`config.mk`:
```
export PLATFORM = sky130hd
export DESIGN_NAME = pipe_stage_buf
export DESIGN_NICKNAME = d
export VERILOG_FILES = /design/src/rtl/pipe_stage_buf.sv
export SDC_FILE = /design/constraint.sdc
export NUM_CORES = 1
export LEC_CHECK = 0
export ABC_AREA = 1
export CORE_ASPECT_RATIO = 0.9
export CORE_MARGIN = 2
export CORE_UTILIZATION = 46
export DETAILED_ROUTE_END_ITERATION = 8
export GPL_TIMING_DRIVEN = 0
export PLACE_DENSITY_LB_ADDON = 0.05
export SLEW_MARGIN = 20
export SYNTH_ARGS = -nofsm -noshare
export SYNTH_HDL_FRONTEND = slang
export SYNTH_SLANG_ARGS = --single-unit
```
`constraint.sdc`:
```
create_clock -name i_clk -period 11.5 [get_ports i_clk]
set_input_delay 1.15 -clock i_clk [delete_from_list [all_inputs] [get_ports i_clk]]
set_output_delay 1.15 -clock i_clk [all_outputs]
set_load 0.01 [all_outputs]
```
`src/rtl/pipe_stage_buf.sv`:
```
// Pipeline stage register with valid/ready handshake, optional 2-entry skid
// buffer, and hazard stall/flush. Flushed or emptied slots always carry
// ctrl=0 so they read as bubbles downstream.
//
//  state    | meaning
//  ---------+-----------------------------------------------
//  ST_EMPTY | no beat held, occupancy 0
//  ST_ONE   | head holds one beat, occupancy 1
//  ST_TWO   | head and skid both hold beats, occupancy 2
//           | (reachable only when SKID_EN=1)
module pipe_stage_buf #(
    parameter int DATA_W         = 160,
    parameter int CTRL_W         = 24,
    parameter int SKID_EN        = 1,
    parameter int FLUSH_CLR_DATA = 0
) (
    input  logic              i_clk,
    input  logic              i_rst,
    input  logic              i_valid,
    output logic              o_ready,
    input  logic [DATA_W-1:0] i_data,
    input  logic [CTRL_W-1:0] i_ctrl,
    input  logic              i_stall,
    input  logic              i_flush,
    output logic              o_valid,
    input  logic              i_ready,
    output logic [DATA_W-1:0] o_data,
    output logic [CTRL_W-1:0] o_ctrl,
    output logic [1:0]        o_occupancy
);

    typedef enum logic [1:0] {
        ST_EMPTY = 2'd0,
        ST_ONE   = 2'd1,
        ST_TWO   = 2'd2
    } state_t;

    state_t            state;
    logic [DATA_W-1:0] main_data;
    logic [CTRL_W-1:0] main_ctrl;
    logic [DATA_W-1:0] skid_data;
    logic [CTRL_W-1:0] skid_ctrl;
    logic              beat_in;
    logic              beat_out;

    // Handshake qualifiers. With the skid enabled o_ready has no path from
    // i_ready, which breaks the combinational ready chain between stages.
    always_comb begin
        o_valid = (state != ST_EMPTY) & ~i_stall;
        if (SKID_EN != 0) begin
            o_ready = (state != ST_TWO) & ~i_stall;
        end else begin
            o_ready = ((state == ST_EMPTY) | i_ready) & ~i_stall;
        end
        beat_in  = i_valid & o_ready;
        beat_out = o_valid & i_ready;
    end

    assign o_data      = main_data;
    assign o_ctrl      = main_ctrl;
    assign o_occupancy = state;

    // Occupancy FSM and storage. Flush beats stall and any handshake; a
    // vacated slot has its ctrl cleared while its payload is left stale.
    always_ff @(posedge i_clk or posedge i_rst) begin
        if (i_rst) begin
            state     <= ST_EMPTY;
            main_data <= '0;
            main_ctrl <= '0;
            skid_data <= '0;
            skid_ctrl <= '0;
        end else if (i_flush) begin
            state     <= ST_EMPTY;
            main_ctrl <= '0;
            skid_ctrl <= '0;
            if (FLUSH_CLR_DATA != 0) begin
                main_data <= '0;
                skid_data <= '0;
            end
        end else if (!i_stall) begin
            case (state)
                ST_EMPTY: begin
                    if (beat_in) begin
                        state     <= ST_ONE;
                        main_data <= i_data;
                        main_ctrl <= i_ctrl;
                    end
                end
                ST_ONE: begin
                    if (beat_in && beat_out) begin
                        main_data <= i_data;
                        main_ctrl <= i_ctrl;
                    end else if (beat_in && (SKID_EN != 0)) begin
                        state     <= ST_TWO;
                        skid_data <= i_data;
                        skid_ctrl <= i_ctrl;
                    end else if (beat_out) begin
                        state     <= ST_EMPTY;
                        main_ctrl <= '0;
                    end
                end
                ST_TWO: begin
                    if (beat_out) begin
                        state     <= ST_ONE;
                        main_data <= skid_data;
                        main_ctrl <= skid_ctrl;
                        skid_ctrl <= '0;
                    end
                end
                default: begin
                    state <= ST_EMPTY;
                end
            endcase
        end
    end

endmodule
```
==> results list <==
- For the final routed database, the setup TNS stands at 0 ns.
- H-Tree Level Count: 2
* Kind of critical path: in -> out
- First-pass GRT wire length: roughly 79 mm
- Post-synthesis average cell area: 7.875 um2
- Max Slew Vio Count: 0
* Most prevalent standard cell on the critical path: clkdlybuf4s50_1
- In this run the post-CTS setup repair buffer count came out at 0.
* Seq/Total Area, Yosys: approximately 56%
* Required time of the critical path: 10.35 ns
* Synthesis-to-layout area growth: 35.46%
- The congestion estimate from routability-driven global placement came to 0.8490.
* Max rail drop VDD: 0.1651 mV
* Routed WL per cell: 16.19 um
- Unrepaired setup endpoints after global routing: no
* Final std cell area, no fill: 22530 um2
* Worst-path cell chain: clkdlybuf4s50_1 -> inv_2 -> nand2_1 -> inv_1 -> clkdlybuf4s50_1
- In this run, post-CTS hold repair placed 0 buffers.
* Total wire length: 49.39 mm
- Worst-case clock skew: 0.02205 ns
- The synthesized design contains 370 register bits.
* Number of nets with antenna violations after routing: 0
* Maximum buffer depth of the clock tree: 3
- Cells on worst reg2reg path: 10
- Clock buffer count from CTS: 40
* Time the final worst path needs with I/O delays and setup: between 3 and 4 ns
- Lkg Pwr: 11.29 nW
- The die covers 37700 um2.
- Number of global-route vias before repair: approximately 15000
* Status: completed
- On the critical path, the stage with the largest delay is an instance of clkdlybuf4s50_1.
* TritonCTS sink count: 370
* MaxCap Viol Count: 0
- Post-synthesis instance area: between 15000 and 20000 um2
* Leftover overflow at the end of global routing: 0
- Core Region: about 36000 um2
- Max-slew headroom: between 50% and 60%
- Hold Path Stages: 2
- Worst Hold Slack: 0.4674 ns
- PwrDens: between 200 and 300 nW/um2
- At the worst endpoint, the arrival time is 2.45 ns.
- After detailed routing, the number of remaining DRC violations is 0.
- After detailed placement, the total cell area comes to approximately 21000 um2.
* TritonRoute pass-1 iters: 5
- Syn nets: 2306
- Largest incremental delay on the critical path: roughly 0.58 ns
* Starting Density: 46.30%
- Final setup violation count: 0
* Finished Layout Cells: 3050
- In this run the tool buffered the top-level ports with 377 buffer cells.
- After filler insertion, the fill cell instance count of the layout stands at approximately 3200.
* Buffers & Inverters on Critical Path: 4
- The detailed router finished its first iteration with 882 violations.
- Number of cells upsized or downsized after cts: 0
* Clock slew seen by the registers of the worst setup and hold paths: ~0.060 ns
- Nets: ~2700
* Type of element launching the critical path: input pin
- 378 I/O pins were placed.
- Count of endpoints failing hold in the final timing report: 0
* Ratio of routed vias to standard cells: around 5.0
- The Yosys step of the flow raised 0 warnings.
- Maximum frequency from static timing analysis: 278.1 MHz
- Synth Instances: ~2100
- Crit path capture type: output port
- Row count: 66
- Clk Latency, worst-skew pair: 0.54 ns
- Leading cell types in the layout, fill and taps excluded: 852 x nand2_1, 377 x clkdlybuf4s50_1, 370 x dfrtp_1, 321 x o21ai_0, 193 x inv_1
- Maximum number of pins on one net before global-route repair: 101
- Number of cells after detailed placement: 2969
- Among cell families on the critical path, the largest total delay comes from buffers and inverters.
- Of all nets on the critical path, the largest fanout is 3.
* Post-detail-place hpwl: roughly 35 mm
- Die Width: 204.4 um
* Die Y-Extent: 184.4 um
- Layout cells sized above 1: 5.532%
- The library cell used most frequently in the layout, excluding fill and tap cells, is nand2_1.
* Worst hold path type: reg -> reg
* Period utilization: 31.27%
- Distinct cells, synth: 21
* Slew @ Worst Pin: ~0.72 ns
* Total routing resource utilization after global routing: between 20% and 30%
* Depth of the critical timing path with buffers and inverters included: 5
- TritonCTS built the clock tree.
- Antenna violations before repair: 9
- In this run the clock root is driven by a clkbuf_16.
- Count of vias placed by the detailed router: 15230
- At the end of the flow the core is filled with cells to 62.72%.
==> synth_stat cells, drive strengths merged <==
master / instances / share of area [%]
nor3: 1 / 0.098
clkbuf: 65 / 1.5
o21ai: 322 / 9.7
nor2: 32 / 0.74
inv: 197 / 4.4
and3: 1 / 0.038
o21a: 1 / 0.045
ha: 4 / 0.30
nand2: 854 / 19
buf: 74 / 2.4
nand3: 189 / 5.7
nand4: 2 / 0.075
dfrtp: 370 / 56
==> metal layers <==
layer	global-route usage (%)	wire length [um]	up-vias
li1	-	-	7452
met1	36.34	21650	7200
met2	41.34	22620	501
met3	6.117	3763	76
met4	8.928	1332	4
met5	0	32	-
==> tightest hold or removal path: stages, from the launching register on <==
cell,delay [ns]
dfrtp_1,0.34
nand2_1,0.05
nand2_1,0.04
==> stage by stage <==
step	setup slack, ns	total power, mW
6_report	7.904	5.652
5_1_grt	7.816	6.049
4_1_cts	7.889	5.693
3_5_place_dp	7.882	4.308
3_3_place_gp	-4.598	4.237
2_1_floorplan	0.07614	3.249
==> registers in the layout, indices dropped and copies added (netlist names) <==
signal       cells
o_ctrl          24
o_occupancy      2
o_data         160
skid_ctrl       24
skid_data      160
==> where the power goes <==
| part | internal (mW) | switching [mW] |
|---|---|---|
| Clock | 0.829 | 0.528 |
| Sequential | 1.91 | 0.337 |
| Combinational | 0.946 | 1.10 |
| Total | 3.68 | 1.97 |
==> path summary, 6_finish.rpt <==
| path | from | endpoint | slack, ns |
|---|---|---|---|
| hold reg to reg | o_data[29]$_DFFE_PP0P_ | o_data[29]$_DFFE_PP0P_ | 0.47 |
| setup reg to reg | o_occupancy[0]$_DFFE_PP0P_ | o_data[129]$_DFFE_PP0P_ | 8.83 |
| max in group asynchronous | i_rst | o_data[80]$_DFFE_PP0P_ | 9.27 |
| hold / removal | o_data[29]$_DFFE_PP0P_ | o_data[29]$_DFFE_PP0P_ | 0.47 |
| min in group asynchronous | i_rst | skid_data[9]$_DFFE_PP0P_ | 1.00 |
| setup / recovery | i_stall | o_valid | 7.90 |
==> final cells by class <==
type | count | area, um2 | share of cell area (%)
antenna | 7 | 17.52 | 0.07775
clock inverter | 13 | 201.4 | 0.8941
clock buffer | 61 | 1192 | 5.292
timing repair buffer | 381 | 3884 | 17.24
buffer | 139 | 641.9 | 2.849
multi-input combinational | 1406 | 5992 | 26.60
tap | 476 | 595.6 | 2.643
sequential | 370 | 9259 | 41.10
inverter | 197 | 747.0 | 3.315
==> cells by family (layout without fill, tap and decap cells) <==
kind of cell | Yosys count | count (layout) | synth area share [%]
AO/OA/AOI/OAI | 323 | 323 | 9.757
adder cells (fa/ha/maj) | 4 | 4 | 0.3009
buffers and inverters | 336 | 791 | 8.305
flip-flops | 370 | 370 | 55.67
other | 0 | 7 | 0
AND/OR/NAND/NOR | 1079 | 1079 | 25.97
No activity file was read; power rests on OpenSTA's default activity.
